**src/rtl/axi_pkg.sv**
```systemverilog
// ---------------------------------------------------------------------------
// axi_pkg
// Shared AXI4 write-side field types, protocol constants and the FSM state
// encoding used by axis_to_axi_wr and its burst-length helper.
// ---------------------------------------------------------------------------
package axi_pkg;

    typedef logic [1:0] burst_t;
    typedef logic [7:0] len_t;
    typedef logic [2:0] size_t;
    typedef logic [1:0] resp_t;
    typedef logic [3:0] cache_t;
    typedef logic [2:0] prot_t;

    localparam burst_t      BURST_INCR  = 2'b01;
    localparam resp_t       RESP_OKAY   = 2'b00;
    localparam int unsigned BOUNDARY_4K = 4096;

    // Normal non-cacheable bufferable memory, unprivileged/secure/data.
    localparam cache_t CACHE_BUF_MOD = 4'b0011;
    localparam prot_t  PROT_DEFAULT  = 3'b000;

    typedef enum logic [1:0] {
        IDLE,
        ADDR,
        DATA,
        RESP
    } wr_state_e;

    // AxSIZE encoding for a beat of the given byte width (power of two).
    function automatic size_t size_of_bytes(input int unsigned bytes);
        return size_t'($clog2(bytes));
    endfunction

endpackage

```
**src/rtl/axi_burst_calc.sv**
```systemverilog
// ---------------------------------------------------------------------------
// axi_burst_calc
// Combinational length of the next INCR burst: the smallest of the beats
// still owed, MAX_BURST, and the beats left before the next 4 KB boundary.
//
// Ports
//   addr_i       low 12 bits of the beat-aligned burst start address
//   remaining_i  beats still to be written for the command (never 0 here)
//   burst_len_o  beats in the next burst (1..MAX_BURST)
// ---------------------------------------------------------------------------
module axi_burst_calc
    import axi_pkg::*;
#(
    parameter int CNT_W          = 20,
    parameter int MAX_BURST      = 16,
    parameter int BYTES_PER_BEAT = 8,
    parameter int LEN_W          = 5
) (
    input  logic [11:0]      addr_i,
    input  logic [CNT_W-1:0] remaining_i,
    output logic [LEN_W-1:0] burst_len_o
);

    localparam int BEAT_SHIFT = $clog2(BYTES_PER_BEAT);
    // Common compare width wide enough for the count and for 4096 bytes.
    localparam int CW = (CNT_W > 13) ? CNT_W : 13;

    logic [12:0]   bytes_to_4k;
    logic [CW-1:0] beats_to_4k;
    logic [CW-1:0] len_ext;

    always_comb begin
        bytes_to_4k = 13'(BOUNDARY_4K) - {1'b0, addr_i};
        beats_to_4k = CW'(bytes_to_4k >> BEAT_SHIFT);
        len_ext     = CW'(MAX_BURST);
        if (beats_to_4k < len_ext) len_ext = beats_to_4k;
        if (CW'(remaining_i) < len_ext) len_ext = CW'(remaining_i);
        burst_len_o = LEN_W'(len_ext);
    end

endmodule

```
**src/rtl/axis_to_axi_wr.sv**
```systemverilog
// ---------------------------------------------------------------------------
// axis_to_axi_wr
// Writes a commanded number of AXI-Stream beats to memory as a sequence of
// AXI4 INCR bursts, one burst outstanding at a time, never crossing 4 KB.
//
// Ports
//   aclk, aresetn            clock, synchronous active-low reset
//   cmd_*                    command: start byte address and beat count
//   s_axis_*                 stream input, passed straight through to W
//   m_axi_aw* / w* / b*      AXI4 write master (address, data, response)
//   busy                     a command is in progress
//   done                     one-cycle completion pulse
//   err                      with done: bad bresp, tlast mismatch or 0 beats
// ---------------------------------------------------------------------------
module axis_to_axi_wr
    import axi_pkg::*;
#(
    parameter int              ADDR_W    = 32,
    parameter int              DATA_W    = 64,
    parameter int              ID_W      = 4,
    parameter int              MAX_BURST = 16,
    parameter int              CNT_W     = 20,
    parameter logic [ID_W-1:0] AXI_ID    = '0
) (
    input  logic                aclk,
    input  logic                aresetn,

    input  logic                cmd_valid,
    output logic                cmd_ready,
    input  logic [ADDR_W-1:0]   cmd_addr,
    input  logic [CNT_W-1:0]    cmd_beats,

    input  logic [DATA_W-1:0]   s_axis_tdata,
    input  logic                s_axis_tvalid,
    output logic                s_axis_tready,
    input  logic                s_axis_tlast,

    output logic [ID_W-1:0]     m_axi_awid,
    output logic [ADDR_W-1:0]   m_axi_awaddr,
    output len_t                m_axi_awlen,
    output size_t               m_axi_awsize,
    output burst_t              m_axi_awburst,
    output cache_t              m_axi_awcache,
    output prot_t               m_axi_awprot,
    output logic                m_axi_awvalid,
    input  logic                m_axi_awready,

    output logic [DATA_W-1:0]   m_axi_wdata,
    output logic [DATA_W/8-1:0] m_axi_wstrb,
    output logic                m_axi_wlast,
    output logic                m_axi_wvalid,
    input  logic                m_axi_wready,

    input  logic [ID_W-1:0]     m_axi_bid,
    input  resp_t               m_axi_bresp,
    input  logic                m_axi_bvalid,
    output logic                m_axi_bready,

    output logic                busy,
    output logic                done,
    output logic                err
);

    localparam int                BYTES      = DATA_W / 8;
    localparam int                OFF_W      = $clog2(BYTES);
    localparam int                LEN_W      = $clog2(MAX_BURST + 1);
    localparam logic [ADDR_W-1:0] ALIGN_MASK = ~ADDR_W'(BYTES - 1);
    localparam size_t             AW_SIZE    = size_of_bytes(BYTES);

    wr_state_e          state_q, state_d;
    logic [ADDR_W-1:0]  addr_q, addr_d;
    logic [CNT_W-1:0]   rem_q, rem_d;
    logic [LEN_W-1:0]   beat_q, beat_d;
    logic               err_acc_q, err_acc_d;
    logic               done_q, done_d;
    logic               err_q, err_d;

    logic [LEN_W-1:0]   burst_len;
    logic               w_fire;
    logic               last_in_burst;
    logic               last_in_cmd;

    // Write responses are accepted regardless of ID; bid is deliberately unused.
    logic               unused_bid;
    assign unused_bid = ^m_axi_bid;

    // addr_q/rem_q only change in RESP, so the length stays stable across the
    // whole ADDR and DATA phase of a burst without a separate register.
    axi_burst_calc #(
        .CNT_W          (CNT_W),
        .MAX_BURST      (MAX_BURST),
        .BYTES_PER_BEAT (BYTES),
        .LEN_W          (LEN_W)
    ) u_burst_calc (
        .addr_i      (addr_q[11:0]),
        .remaining_i (rem_q),
        .burst_len_o (burst_len)
    );

    assign w_fire        = (state_q == DATA) && s_axis_tvalid && m_axi_wready;
    assign last_in_burst = (beat_q == burst_len - LEN_W'(1));
    // The final beat of the command is the final beat of the burst that
    // consumes everything still owed.
    assign last_in_cmd   = last_in_burst && (rem_q == CNT_W'(burst_len));

    // NOTE: every variable driven here gets a default first, so no path through
    // the case statement can leave it unassigned and infer a latch.
    always_comb begin
        state_d   = state_q;
        addr_d    = addr_q;
        rem_d     = rem_q;
        beat_d    = beat_q;
        err_acc_d = err_acc_q;
        done_d    = 1'b0;
        err_d     = 1'b0;

        unique case (state_q)
            IDLE: begin
                if (cmd_valid) begin
                    addr_d    = cmd_addr & ALIGN_MASK;
                    rem_d     = cmd_beats;
                    beat_d    = '0;
                    err_acc_d = 1'b0;
                    if (cmd_beats == '0) begin
                        done_d = 1'b1;
                        err_d  = 1'b1;
                    end else begin
                        state_d = ADDR;
                    end
                end
            end

            ADDR: begin
                beat_d = '0;
                if (m_axi_awready) state_d = DATA;
            end

            DATA: begin
                if (w_fire) begin
                    if (s_axis_tlast != last_in_cmd) err_acc_d = 1'b1;
                    if (last_in_burst) state_d = RESP;
                    else               beat_d  = beat_q + LEN_W'(1);
                end
            end

            RESP: begin
                if (m_axi_bvalid) begin
                    addr_d    = addr_q + (ADDR_W'(burst_len) << OFF_W);
                    rem_d     = rem_q - CNT_W'(burst_len);
                    err_acc_d = err_acc_q | (m_axi_bresp != RESP_OKAY);
                    if (rem_d == '0) begin
                        state_d = IDLE;
                        done_d  = 1'b1;
                        err_d   = err_acc_d;
                    end else begin
                        state_d = ADDR;
                    end
                end
            end

            default: state_d = IDLE;
        endcase
    end

    // NOTE: sequential state uses non-blocking assignments so every register
    // samples the pre-edge values, independent of block evaluation order.
    always_ff @(posedge aclk) begin
        if (!aresetn) begin
            state_q   <= IDLE;
            done_q    <= 1'b0;
            err_q     <= 1'b0;
            err_acc_q <= 1'b0;
        end else begin
            state_q   <= state_d;
            done_q    <= done_d;
            err_q     <= err_d;
            err_acc_q <= err_acc_d;
        end
    end

    // NOTE: address, count and beat index are always loaded before they are
    // read, so they carry no reset and stay off the reset tree.
    always_ff @(posedge aclk) begin
        addr_q <= addr_d;
        rem_q  <= rem_d;
        beat_q <= beat_d;
    end

    // cmd_ready is gated with reset so no command appears accepted while held.
    assign cmd_ready     = (state_q == IDLE) && aresetn;
    assign busy          = (state_q != IDLE);
    assign done          = done_q;
    assign err           = err_q;

    assign m_axi_awid    = AXI_ID;
    assign m_axi_awaddr  = addr_q;
    assign m_axi_awlen   = len_t'(burst_len - LEN_W'(1));
    assign m_axi_awsize  = AW_SIZE;
    assign m_axi_awburst = BURST_INCR;
    assign m_axi_awcache = CACHE_BUF_MOD;
    assign m_axi_awprot  = PROT_DEFAULT;
    assign m_axi_awvalid = (state_q == ADDR);

    assign m_axi_wdata   = s_axis_tdata;
    assign m_axi_wstrb   = '1;
    assign m_axi_wlast   = (state_q == DATA) && last_in_burst;
    assign m_axi_wvalid  = (state_q == DATA) && s_axis_tvalid;
    assign s_axis_tready = (state_q == DATA) && m_axi_wready;

    assign m_axi_bready  = (state_q == RESP);

endmodule

```
**config.mk**
```make
export PLATFORM = sky130hd
export DESIGN_NAME = axis_to_axi_wr
export DESIGN_NICKNAME = d
export VERILOG_FILES = /design/src/rtl/axi_pkg.sv /design/src/rtl/axi_burst_calc.sv /design/src/rtl/axis_to_axi_wr.sv
export SDC_FILE = /design/constraint.sdc
export NUM_CORES = 1
export LEC_CHECK = 0
export ABC_AREA = 0
export CAP_MARGIN = 40
export CORE_ASPECT_RATIO = 1.5
export CORE_MARGIN = 5
export CORE_UTILIZATION = 35
export CTS_CLUSTER_DIAMETER = 120
export DETAILED_ROUTE_END_ITERATION = 7
export HOLD_SLACK_MARGIN = 0.05
export PLACE_DENSITY_LB_ADDON = 0.3
export REMOVE_ABC_BUFFERS = 1
export SLEW_MARGIN = 40
export SYNTH_ARGS = -nofsm -noshare
export SYNTH_HDL_FRONTEND = slang
export SYNTH_HIERARCHICAL = 1
export SYNTH_SLANG_ARGS = --single-unit
```
**constraint.sdc**
```tcl
create_clock -name aclk -period 12 [get_ports aclk]
set_clock_uncertainty 0.15 [all_clocks]
set_input_delay 1.2 -clock aclk [delete_from_list [all_inputs] [get_ports aclk]]
set_output_delay 1.2 -clock aclk [all_outputs]
set_load 0.05 [all_outputs]
```
* Word level (Yosys, flattened, before mapping)
Index checks and enable logic that the tools add are counted.
** Cells by class
- Reduce and logical (&&, ||, !) cells :: 18
- Bitwise logic cells :: 1
- $add $sub $neg :: 6
- Mux-type cells :: 33
- Equal/unequal tests :: 14
- Order comparisons :: 2
** Operators with widths (count)
- 32-bit two-way mux :: 2
- 32-bit one-hot mux with 2 select lines :: 1
- 20-bit zero test :: 2
- 20-bit two-way mux :: 2
- 20-bit one-hot mux with 2 select lines :: 1
- 32-bit by 8-bit adder with 32-bit output :: 1
- 20-bit by 5-bit equality test with 1-bit output :: 1
- 20-bit by 10-bit less-than comparator with 1-bit output :: 1
- 5-bit two-way mux :: 4
- 20-bit by 5-bit subtractor with 20-bit output :: 1
- 5-bit one-hot mux with 3 select lines :: 1
- 13-bit by 12-bit subtractor with 13-bit output, first input constant :: 1
- 2-bit two-way mux :: 6
- 2-bit != test, second input constant :: 6
- 1-bit two-way mux :: 11
- 10-bit by 5-bit less-than comparator with 1-bit output, second input constant :: 1
- 10-bit two-way mux :: 1
- 2-bit one-hot mux with 4 select lines :: 1
- 1-bit logical AND :: 6
- 6-bit AND reduction :: 1
- 2-bit nonzero test :: 3
- 3-bit nonzero test :: 2
- 5-bit by 1-bit subtractor with 6-bit output, second input constant :: 1
- 5-bit by 1-bit adder with 5-bit output, second input constant :: 1
- other kinds (13) :: 16
** Word-level totals
- Output and inout port bits :: 137
- Word-level logic and storage cells :: 81
- Input port bits :: 130
- Bits in registers :: 62

* Longest topological paths before layout
Gate-level depths: netlist of the first run.
- Word-level depth :: 12
- Mapped depth :: 20
- Depth with buffers taken out :: 20

* Modules after synthesis
Netlist of the first run, hierarchy kept.
** Modules (own cells, without submodules)
- axis_to_axi_wr :: area each 4782.1 um^2, instances 1, cells an instance 527, sequential area each 1721.7 um^2
- axi_burst_calc :: area each 412.9 um^2, instances 1, cells an instance 51, sequential area each 0.0 um^2

* Least setup slack after synthesis of the first run
No wires, ideal clock.
- Path kind :: register to output
- From :: reg addr_q[3] (netlist: m_axi_awaddr[3])
- To :: out m_axi_wlast
- Path slack :: 5.210 ns
- Data required time :: 10.650 ns
- Arrival :: 5.440 ns
- Stages on the path, launching flop included :: 17
- Cells stage by stage :: edfxtp_1 -> or4_4 -> or2_4 -> o21ai_0 -> nor2b_2 -> inv_1 -> ha_1 -> o211a_1 -> o41ai_1 -> a21oi_2 -> mux2_2 -> inv_1 -> ha_1 -> xor2_1 -> xnor2_1 -> nand3_1 -> nor2_1
** Between the ends
- Cells in the longest elaborated chain, start to end :: 8
** RTL lines
- start: declaration :: RTL line axis_to_axi_wr.sv:71 : logic [ADDR_W-1:0] addr_q, addr_d;
- start signal: assignment :: RTL line axis_to_axi_wr.sv:184 : addr_q <= addr_d;
- 13-bit by 12-bit subtractor with 13-bit output * :: RTL line axi_burst_calc.sv:33 : bytes_to_4k = 13'(BOUNDARY_4K) - {1'b0, addr_i};
- 10-bit by 5-bit less-than comparator with 1-bit output :: RTL line axi_burst_calc.sv:36 : if (beats_to_4k < len_ext) len_ext = beats_to_4k;
- 10-bit two-way mux * :: RTL line axi_burst_calc.sv:36
- 20-bit by 10-bit less-than comparator with 1-bit output :: RTL line axi_burst_calc.sv:37 : if (CW'(remaining_i) < len_ext) len_ext = CW'(remaining_i);
- 5-bit two-way mux * :: RTL line axi_burst_calc.sv:37
- net burst_len[0] :: RTL line axis_to_axi_wr.sv:78 : logic [LEN_W-1:0] burst_len;
- 5-bit by 1-bit subtractor with 5-bit output * :: RTL line axis_to_axi_wr.sv:101 : assign last_in_burst = (beat_q == burst_len - LEN_W'(1));
- 5-bit equality test * :: RTL line axis_to_axi_wr.sv:101
- 1-bit logical AND * :: RTL line axis_to_axi_wr.sv:206 : assign m_axi_wlast = (state_q == DATA) && last_in_burst;
- end: declaration :: RTL line axis_to_axi_wr.sv:50 : output logic m_axi_wlast,
Mark *: on every way through the listed nets, which the timed path passes. The rest lies on a longest branch.

* Worst setup path in the final report of the first run
Ends and elaborated chain as after synthesis.

==> results by group, run 1 <==
Timing
  • Hold slack: 0.341 ns
  • Crit path time final: 6.90 ns
  • Max-slew violation count: 0
  • Slew margin rel.: 53.6%
  • Setup_tns: 0 ns
  • RSZ-0062 raised after global routing: false
  • Worst Slack Setup Final: 5.10 ns
  • Final Hold Vio Count: 0
  • Max Clk Rate: 0.145 GHz
  • Final Cycle Share: 57.5%
  • Least-Margin Pin Slew: 0.697 ns
  • Final setup fails: 0

Route
  • Pre-Repair DR Iteration Count: 5
  • Drt drc: 0
  • Drt total wl: 20100 microns
  • Via count: between 4000 and 5000
  • Number of DRC markers in iteration 0: 213
  • Routed Antenna Nets: 0
  • Via-to-Cell Ratio: between 5 and 6
  • DR WL/cell: 24.4 microns

Finish
  • Layout cells sized above 1: 7.94%
  • Synth-to-Final Area Change: 19.7%
  • Most common cell after layout, fill and taps aside: clkdlybuf4s50_1
  • Layout Utilization: 42.6%
  • Fillcell total: 1502
  • Commonest cells after routing, fill and taps aside: clkdlybuf4s50_1 (104), nor2_1 (71), edfxtp_1 (54)
  • Diodes inserted: 0
  • Final instance area: between 0.006 and 0.007 sq mm
  • Final Non-Filler Cells: a little over 800
  • Nets: 784

Critical path
  • Crit path largest cell delay: 0.82 ns
  • Worst Setup SP: m_axi_awaddr[3]$_DFFE_PP_
  • Crit-path max FO: 5
  • Worst Path Required: 10.65 ns
  • FF-to-FF Start: m_axi_awaddr[3]$_DFFE_PP_
  • CP Buf/Inv Count: 3
  • CP Cell Sequence: or4_4, or2_4, o31ai_4, inv_1, ha_1, nand4_1, o211ai_1, a41oi_1, a21oi_2, mux2_2, inv_1, ha_1, nor3b_1, xnor2_1, nor3_1, nand3_1, nor2_1, clkdlybuf4s50_1
  • CP top delay family: simple AND/OR/NAND/NOR gates
  • Startpoint Class: flop
  • Endpoint class of the critical path: output port
  • Critical-path top delay cell: clkdlybuf4s50_1
  • Reg2Reg Setup Slack: 6.16 ns
  • Kind of critical path: flop to output port
  • Critical Path AT: approximately 5.6 ns

Pwr
  • Tot Pwr: 1.66 mW
  • VDD IR max: roughly 0.00015 V
  • Cell area power density: 267 mW/mm^2
  • Static leakage: approximately 2.3 nW

Synth
  • Synth Instances: ~580
  • Synth warnings: 6
  • Area fraction of the dominant cell type after synthesis: roughly 31%
  • Post-synth top flop: edfxtp_1
  • Netlist Area Pre-Place: 0.00519 sq mm
  • Seq cells post-synth: 59
  • Async S/R FF share, synth: 0%
  • Yosys top cell by area: edfxtp_1
  • Post-synthesis sequential area ratio: 33.1%
  • Syn_area_per_cell: 8.99 sq um
  • Top post-synthesis cells by area: edfxtp_1 (31%), buf_4 (14%), ha_1 (6.5%)
  • Number of enable flip-flop cells after synthesis: 54
  • Post-synth cell types: 67

Floorplan
  • Die area: 0.0174 sq mm
  • I/O pin count: 267
  • Die H: 159 microns
  • Starting Density: a little over a third
  • Die W: 109 microns
  • CORE AREA: 0.0146 sq mm
  • FP Rows: 54

Place
  • Final HPWL DP: ~17000 microns
  • Placed Area: 0.00588 sq mm
  • Port bufs: 104
  • Inst Count DP: a little over 800
  • RePlAce Congestion: 0.883
  • Pre-CTS setup slack: 5.43 ns

CTS
  • Total setup buffers inserted after CTS: 0
  • Cts bufs inserted: 9
  • CTS tree: done
  • H-tree depth: 3
  • Worst-path clk slew: 0.06 ns
  • CTS Sinks: 59
  • Hold Buf Count CTS: 0
  • Root Buffer: clkbuf_16
  • Post_cts resized: 0
  • Deepest clock path buffer count: 2
  • Worst skew pair latency: 0.34 ns

GRT
  • Global route overflow: 0
  • Vias in the first global route: around 4200
  • Largest net degree at the start of global routing: 90
  • GRT Total Usage: 22.5%
  • Initial antenna violation count: 0
  • First-pass GRT wire length: 28100 microns

Outcome
  • Outcome: finished, final reports clean

Flow run
  • Max Cap Viol: 0

Min path
  • HP Start: err_acc_q$_SDFFE_PN0P_
  • Worst hold path class: flop to flop
==> path summary, 6_finish.rpt <==
path | endpoint | depth (start not counted)
setup / recovery | m_axi_wlast | 18
hold / removal | err_acc_q$_SDFFE_PN0P_ | 2
setup reg to reg | rem_q[19]$_DFFE_PP_ | 19
hold reg to reg | err_acc_q$_SDFFE_PN0P_ | 2
==> flip-flops by register name, indices dropped and copies added, names as in the netlist <==
| signal | flops |
|---|---|
| m_axi_awaddr | 29 |
| state_q | 2 |
| err_acc_q | 1 |
| rem_q | 20 |
| err | 1 |
| done | 1 |
| beat_q | 5 |
==> kinds of logic after synthesis <==
group	share of synthesized area (%)
flip-flops	33.1
adder cells (fa/ha/maj)	7.27
buffers and inverters	16.6
multiplexers	2.82
XOR/XNOR	8.77
other	0.217
AO/OA/AOI/OAI	12.3
AND/OR/NAND/NOR	18.8
==> metal layers <==
| layer | GRT usage, % | up-vias | share of wire, % |
|---|---|---|---|
| li1 | - | 2015 | - |
| met1 | 17.6 | 1905 | 27 |
| met2 | 39.1 | 274 | 50 |
| met3 | 19.5 | 21 | 20 |
| met4 | 7.66 | 2 | 3.2 |
| met5 | 2.98 | - | 0.31 |
==> worst reg2reg max path: cells and delay by family, from the launching register on <==
family	cells	cell delay, ns
AOI/OAI and AO/OA	7	1.37
xor gates and xnor gates	1	0.18
adders and majority gates	2	0.66
buffers and inverters	2	0.16
DFF	1	0.43
muxes	1	0.53
and+or+nand+nor	6	2.06
==> synth_stat cells, drive strengths merged, types with 3 or more instances <==
master and n:
edfxtp 54, inv 27, xnor2 37, nor4 13, nand3 17, mux2i 3, or3 7, nor3 18
mux2 10, clkbuf 9, a211oi 3, nand4 10, nand2 23, o21ai 15, conb 3, and3 6
nor2 71, buf 95, o211ai 6, a21oi 52, ha 27, a31oi 3, dfxtp 5, a21o 3
nor2b 4, o31ai 4, xor2 15, and2 6
==> final cells by class <==
cell class	count	area, sq um	share of cell area, %
clock buffers	12	300	4.83
repair buffers	106	1060	17.0
multi-input cells	422	2760	44.3
clock inverters	4	33.8	0.543
well taps	196	245	3.94
flip-flops and latches	59	1720	27.7
inverters	27	101	1.63
==> power by group <==
part	internal, mW	switching (mW)
Clock	0.179	0.103
Combinational	0.309	0.574
Sequential	0.369	0.125
Total	0.857	0.802
Note: power is estimated with default switching activity, not from simulation.
==> inputs of run 2 (changes only) <==
- clock period: 12 -> 6.74 ns (I/O delays scaled with it)
==> results by group, run 2 (synthesis results as in run 1) <==
Outcome
  • Outcome: finished, final reports clean

Critical path
  • Crit path depth: 18 (unchanged)
  • Critical Path AT: 5.47 ns (-0.08 ns)
  • CP Buf/Inv Count: 3 (unchanged)
  • Critical-path top delay cell: clkdlybuf4s50_1
  • Endpoint class of the critical path: output port
  • Crit-path max FO: 5 (unchanged)
  • Kind of critical path: flop to output port
  • Reg2reg path depth: 19 (unchanged)
  • Startpoint Class: flop
  • CP top delay family: simple AND/OR/NAND/NOR gates
  • Worst Path Required: 5.92 ns (-4.73 ns)
  • Crit path largest cell delay: 0.82 ns (about the same)
  • CP Cell Sequence: or4_4, or2_4, o31ai_4, inv_1, ha_1, nand4_1, o211ai_1, a41oi_1, a21oi_2, mux2_2, inv_1, ha_1, nor3b_1, xnor2_1, nor3_1, nand3_1, nor2_1, clkdlybuf4s50_1

Floorplan
  • Starting Density: 35.6% (unchanged)
  • FP Rows: 54 (unchanged)
  • CORE AREA: 0.0146 sq mm (unchanged)
  • Die W: 109 microns (unchanged)
  • I/O pin count: 267 (unchanged)
  • Die area: 0.0174 sq mm (unchanged)
  • Die H: 159 microns (unchanged)

Route
  • Number of DRC markers in iteration 0: 238 (+12%)
  • Via count: 4223 (+0.14%)
  • Pre-Repair DR Iteration Count: 4 (-1)
  • Routed Antenna Nets: 0 (unchanged)
  • Drt drc: 0 (unchanged)
  • Via-to-Cell Ratio: 5.11 (+0.14%)
  • DR WL/cell: 24.4 microns (+0.20%)
  • Drt total wl: 20200 microns (+0.20%)

Timing
  • Final Hold Vio Count: 0 (unchanged)
  • Worst Slack Setup Final: 0.446 ns (-4.66 ns)
  • Max Clk Rate: 0.159 GHz
  • Final setup fails: 0 (unchanged)
  • Crit path time final: 6.29 ns
  • RSZ-0062 raised after global routing: false
  • Max-slew violation count: 0 (unchanged)
  • Slew margin rel.: 46.8% (-6.7 points)
  • Least-Margin Pin Slew: 0.797 ns (+0.101 ns)
  • Final Cycle Share: 93.4%

Place
  • RePlAce Congestion: 0.885 (+0.25%)
  • Pre-CTS setup slack: 0.791 ns (-4.64 ns)
  • Final HPWL DP: 17200 microns (+1.4%)
  • Inst Count DP: 810 (unchanged)
  • Port bufs: 104 (unchanged)

GRT
  • First-pass GRT wire length: 28900 microns (+2.6%)
  • Vias in the first global route: 4379 (+4.7%)
  • GRT Total Usage: 22.9% (+0.40 points)
  • Global route overflow: 0 (unchanged)
  • Initial antenna violation count: 0 (unchanged)
  • Largest net degree at the start of global routing: 51 (-43%)

CTS
  • Post_cts resized: 0 (unchanged)
  • CTS Sinks: 59 (unchanged)
  • CTS tree: done
  • Worst-path clk slew: 0.06 ns (about the same)
  • Worst skew pair latency: 0.33 ns (about the same)
  • H-tree depth: 3 (unchanged)
  • Root Buffer: clkbuf_16
  • Hold Buf Count CTS: 0 (unchanged)
  • Deepest clock path buffer count: 2 (unchanged)
  • Cts bufs inserted: 9 (unchanged)
  • Total setup buffers inserted after CTS: 0 (unchanged)

Min path
  • Worst hold path class: flop to flop
  • Worst hold path depth: 2 (unchanged)

Finish
  • Commonest cells after routing, fill and taps aside: clkdlybuf4s50_1 (104), nor2_1 (71), edfxtp_1 (54)
  • Nets: 784 (unchanged)
  • Synth-to-Final Area Change: 18.9%
  • Final Non-Filler Cells: 826 (unchanged)
  • Layout cells sized above 1: 7.94% (unchanged)
  • Most common cell after layout, fill and taps aside: clkdlybuf4s50_1
  • Diodes inserted: 0 (unchanged)
  • FF/Latch Area: 0.00172 sq mm (unchanged)
  • Multi-input combinational cell area: 0.00276 sq mm (unchanged)
  • Max reg flops: 29 (unchanged)
  • Fillcell total: 1491 (-0.73%)

Pwr
  • VDD IR max: 0.000467 V (+220%)
  • Static leakage: 2.29 nW (-0.94%)
  • Cell area power density: 471 mW/mm^2 (+77%)

Flow run
  • Max Cap Viol: 0 (unchanged)
[run 2: changes by cell type in the layout (fill, tap and decap cells not counted), sizes merged]
cell      previous run  this run
clkbuf              12        10
clkinvlp             1         2
inv                 29        28
clkinv               1         3
[run 2: layer usage]
metal / vias up / track usage (%) / routed length, microns
li1: 2021 / - / -
met1: 1897 / 17.7 / 5320
met2: 266 / 38.3 / 9490
met3: 37 / 19.7 / 4030
met4: 2 / 11.6 / 1280
met5: - / 2.68 / 62
[run 2: worst paths after layout]
path	endpoint	from	slack, ns
max reg2reg	rem_q[19]$_DFFE_PP_	m_axi_awaddr[3]$_DFFE_PP_	0.96
max	m_axi_wlast	m_axi_awaddr[3]$_DFFE_PP_	0.45
min	err_acc_q$_SDFFE_PN0P_	err_acc_q$_SDFFE_PN0P_	0.36
min reg2reg	err_acc_q$_SDFFE_PN0P_	err_acc_q$_SDFFE_PN0P_	0.36
[run 2: report_power, final]
group | total [mW] | internal [mW] | switching (mW)
combinational | 1.58 | 0.551 | 1.03
clock | 0.452 | 0.273 | 0.179
sequential | 0.881 | 0.657 | 0.224
[run 2: metrics by stage]
step                util (%)  instance area (sq um)  hold WS, ns  setup TNS (ns)  power, mW
global placement        40.3                   5880        0.320               0       2.42
CTS                     42.3                   6180        0.359               0       2.92
finish                  42.3                   6180        0.361               0       2.91
detailed placement      40.3                   5880        0.350               0       2.46
floorplan                  -                   4560        0.297           -1.51       1.95
global route            42.3                   6180        0.402               0       3.09
[run 2: area by class of cell]
class / count / share of cell area, %
Sequential cell: 59 / 27.9
Clock buffer: 10 / 4.05
Inverter: 27 / 1.64
Multi-Input combinational cell: 422 / 44.6
Timing Repair Buffer: 106 / 17.1
Tap cell: 196 / 3.97
Clock inverter: 6 / 0.749
[run 2: worst reg2reg max path: cells and delay by family (launching register included)]
kind / cells / cell delay (ns)
AO/OA/AOI/OAI: 7 / 1.29
AND/OR/NAND/NOR: 6 / 2.08
adder cells (fa/ha/maj): 2 / 0.65
multiplexers: 1 / 0.52
buffers and inverters: 2 / 0.17
flip-flops: 1 / 0.43
XOR/XNOR: 1 / 0.18
==> inputs of run 3 (changes only) <==
- ABC_AREA: 0 -> 1
- CTS_BUF_LIST: unset -> sky130_fd_sc_hd__clkbuf_16
==> results by group, run 3 <==
Outcome
  • Outcome: finished, final reports clean

Pwr
  • Tot Pwr: 3.05 mW (+4.9%)
  • Static leakage: 2.98 nW (+31%)
  • Cell area power density: 450 mW/mm^2 (-4.4%)
  • VDD IR max: 0.000221 V (-53%)

Timing
  • Final Cycle Share: 86.3% (-7.1 points)
  • RSZ-0062 raised after global routing: false
  • Setup_tns: 0 ns (unchanged)
  • Worst Slack Setup Final: 0.925 ns (+0.479 ns)
  • Slew margin rel.: 56.7% (+9.8 points)
  • Max Clk Rate: 0.172 GHz (+8.2%)
  • Max-slew violation count: 0 (unchanged)
  • Final setup fails: 0 (unchanged)
  • Least-Margin Pin Slew: 0.650 ns (-0.148 ns)
  • Crit path time final: 5.82 ns (-0.479 ns)
  • Final Hold Vio Count: 0 (unchanged)

Place
  • Port bufs: 104 (unchanged)
  • Final HPWL DP: 17300 microns (+0.80%)
  • Pre-CTS setup slack: 1.25 ns (+0.457 ns)
  • RePlAce Congestion: 0.898 (+1.5%)
  • Placed Area: 0.00645 sq mm (+9.7%)
  • Inst Count DP: 1049 (+30%)

Route
  • Drt total wl: 20500 microns (+1.7%)
  • Pre-Repair DR Iteration Count: 4 (unchanged)
  • Routed Antenna Nets: 0 (unchanged)
  • Drt drc: 0 (unchanged)
  • DR WL/cell: 19.3 microns (-21%)
  • Number of DRC markers in iteration 0: 256 (+7.6%)
  • Via count: 5082 (+20%)
  • Via-to-Cell Ratio: 4.77 (-6.7%)

Critical path
  • Endpoint class of the critical path: output port
  • RR Endpoint: m_axi_awaddr[29]$_DFFE_PP_
  • Startpoint Class: flop
  • Most common cell on crit path: nand2_1
  • Critical-path top delay cell: clkdlybuf4s50_1
  • CP top delay family: simple AND/OR/NAND/NOR gates
  • Kind of critical path: flop to output port
  • Crit path largest cell delay: 0.81 ns (about the same)
  • Crit-path max FO: 6 (+1)
  • Critical Path AT: 4.99 ns (-0.48 ns)
  • FF-to-FF Start: m_axi_awaddr[3]$_DFFE_PP_
  • Reg2reg path depth: 32 (+13)
  • Crit path depth: 27 (+9)
  • Worst Path Required: 5.92 ns (about the same)
  • CP Buf/Inv Count: 5 (+2)
  • Reg2Reg Setup Slack: 1.80 ns (+0.84 ns)

GRT
  • Vias in the first global route: 4938 (+13%)
  • GRT Total Usage: 21.1% (-1.8 points)
  • First-pass GRT wire length: 30200 microns (+4.5%)
  • Initial antenna violation count: 0 (unchanged)
  • Global route overflow: 0 (unchanged)
  • Largest net degree at the start of global routing: 70 (+37%)

Finish
  • Commonest cells after routing, fill and taps aside: nand2_1 (222), clkdlybuf4s50_1 (104), inv_1 (82)
  • Nets: 1013 (+29%)
  • Diodes inserted: 0 (unchanged)
  • Final Non-Filler Cells: 1065 (+29%)
  • Max reg flops: 29 (unchanged)
  • Final instance area: 0.00678 sq mm (+9.8%)
  • Fillcell total: 1698 (+14%)
  • Layout cells sized above 1: 8.73% (+0.79 points)
  • Most common cell after layout, fill and taps aside: nand2_1
  • Synth-to-Final Area Change: 17.9%

Floorplan
  • Die H: 167 microns (+4.9%)
  • Starting Density: 35.5% (-0.076 points)
  • Die W: 115 microns (+4.7%)
  • CORE AREA: 0.0162 sq mm (+11%)
  • FP Rows: 57 (+5.6%)
  • I/O pin count: 267 (unchanged)
  • Die area: 0.0191 sq mm (+9.9%)

Synth
  • Post-synth top flop: edfxtp_1
  • Seq cells post-synth: 59 (unchanged)
  • Syn_area_per_cell: 7.12 sq um (-21%)
  • Async S/R FF share, synth: 0% (unchanged)
  • Synth warnings: 6 (unchanged)
  • Post-synthesis sequential area ratio: 29.9% (-3.2 points)
  • Area fraction of the dominant cell type after synthesis: 28.2% (-3.0 points)
  • Netlist Area Pre-Place: 0.00575 sq mm (+11%)
  • Synth Instances: 808 (+40%)
  • Number of enable flip-flop cells after synthesis: 54 (unchanged)
  • Yosys top cell by area: edfxtp_1
  • Commonest cells post-synth: nand2_1 (222), buf_4 (93), inv_1 (83)
  • Top post-synthesis cells by area: edfxtp_1 (28%), nand2_1 (14%), buf_4 (12%)
  • Post-synth cell types: 46 (-31%)
  • Count leader, synth: nand2_1

CTS
  • Hold Buf Count CTS: 0 (unchanged)
  • Deepest clock path buffer count: 2 (unchanged)
  • Post_cts resized: 0 (unchanged)
  • Worst-path clk slew: 0.06 ns (about the same)
  • CTS tree: done
  • H-tree depth: 3 (unchanged)
  • Total setup buffers inserted after CTS: 0 (unchanged)
  • Cts bufs inserted: 9 (unchanged)
  • Worst skew pair latency: 0.33 ns (about the same)
  • Root Buffer: clkbuf_16
  • CTS Sinks: 59 (unchanged)

Min path
  • Worst hold path depth: 2 (unchanged)
  • HP Start: err_acc_q$_SDFFE_PN0P_
  • Hold Path End: err_acc_q$_SDFFE_PN0P_
  • Worst hold path class: flop to flop

Flow run
  • Max Cap Viol: 0 (unchanged)
[run 3: cell count changes in the layout (fill, tap and decap cells not counted), sizes merged, moves of 7 or more]
| cell | previous run | this run |
|---|---|---|
| nand2 | 23 | 233 |
| inv | 28 | 91 |
| a21oi | 52 | 14 |
| nand3 | 17 | 54 |
| xnor2 | 37 | 10 |
| nor2 | 71 | 97 |
| o21ai | 15 | 36 |
| mux2 | 10 | 0 |
| nand4 | 10 | 17 |
| nor4 | 13 | 6 |
| or2 | 1 | 8 |
[run 3: report_power, final]
part	total (mW)	leakage [nW]	internal (mW)	switching, mW
logic	1.68	2.26	0.537	1.14
clock network	0.505	0.152	0.326	0.179
registers	0.873	0.569	0.639	0.235
total	3.05	2.98	1.50	1.55
[run 3: tightest hold or removal path, delay by kind of cell (launching register included)]
kind	cells	cell delay [ns]
AO/OA/AOI/OAI	1	0.05
flip-flops	1	0.33
AND/OR/NAND/NOR	1	0.08
[run 3: worst max path at each step]
stage                              startpoint  slack, ns          end
floorplan           m_axi_awaddr[3]$_DFFE_PP_       0.69  m_axi_wlast
global route        m_axi_awaddr[3]$_DFFE_PP_       0.45  m_axi_wlast
finish              m_axi_awaddr[3]$_DFFE_PP_       0.92  m_axi_wlast
global placement    m_axi_awaddr[3]$_DFFE_PP_       1.31  m_axi_wlast
detailed placement  m_axi_awaddr[3]$_DFFE_PP_       1.25  m_axi_wlast
CTS                 m_axi_awaddr[3]$_DFFE_PP_       0.87  m_axi_wlast
[run 3: cell families (layout without fill, tap and decap cells)]
family / after synthesis / count (layout) / share of synthesized area [%]
fa+ha+maj: 29 / 29 / 6.57
buf+inv: 195 / 213 / 18.9
flops: 59 / 59 / 29.9
compound gates: 61 / 61 / 5.87
other cells: 3 / 36 / 0.196
xor+xnor: 26 / 26 / 4.09
simple gates: 435 / 435 / 34.4
[run 3: metrics by stage]
stage / utilization (%) / hold WS (ns)
CTS: 41.9 / 0.331
global placement: 39.9 / 0.310
floorplan: - / 0.288
finish: 41.9 / 0.339
global route: 41.9 / 0.386
detailed placement: 39.9 / 0.316
[run 3: routing by layer]
metal | vias up | track usage, % | wire length, microns
met1 | 2232 | 17.9 | 5800
li1 | 2568 | - | -
met5 | - | 4.80 | 135
met4 | 4 | 5.58 | 422
met3 | 23 | 18.4 | 4130
met2 | 255 | 35.9 | 10000
[run 3: layout make-up]
cell class | instances | area, sq um | share of cell area, %
well taps | 206 | 258 | 3.80
flip-flops and latches | 59 | 1720 | 25.4
clock inverters | 7 | 101 | 1.49
clock buffers | 9 | 225 | 3.32
inverters | 90 | 338 | 4.98
multi-input cells | 587 | 3070 | 45.3
repair buffers | 107 | 1060 | 15.7
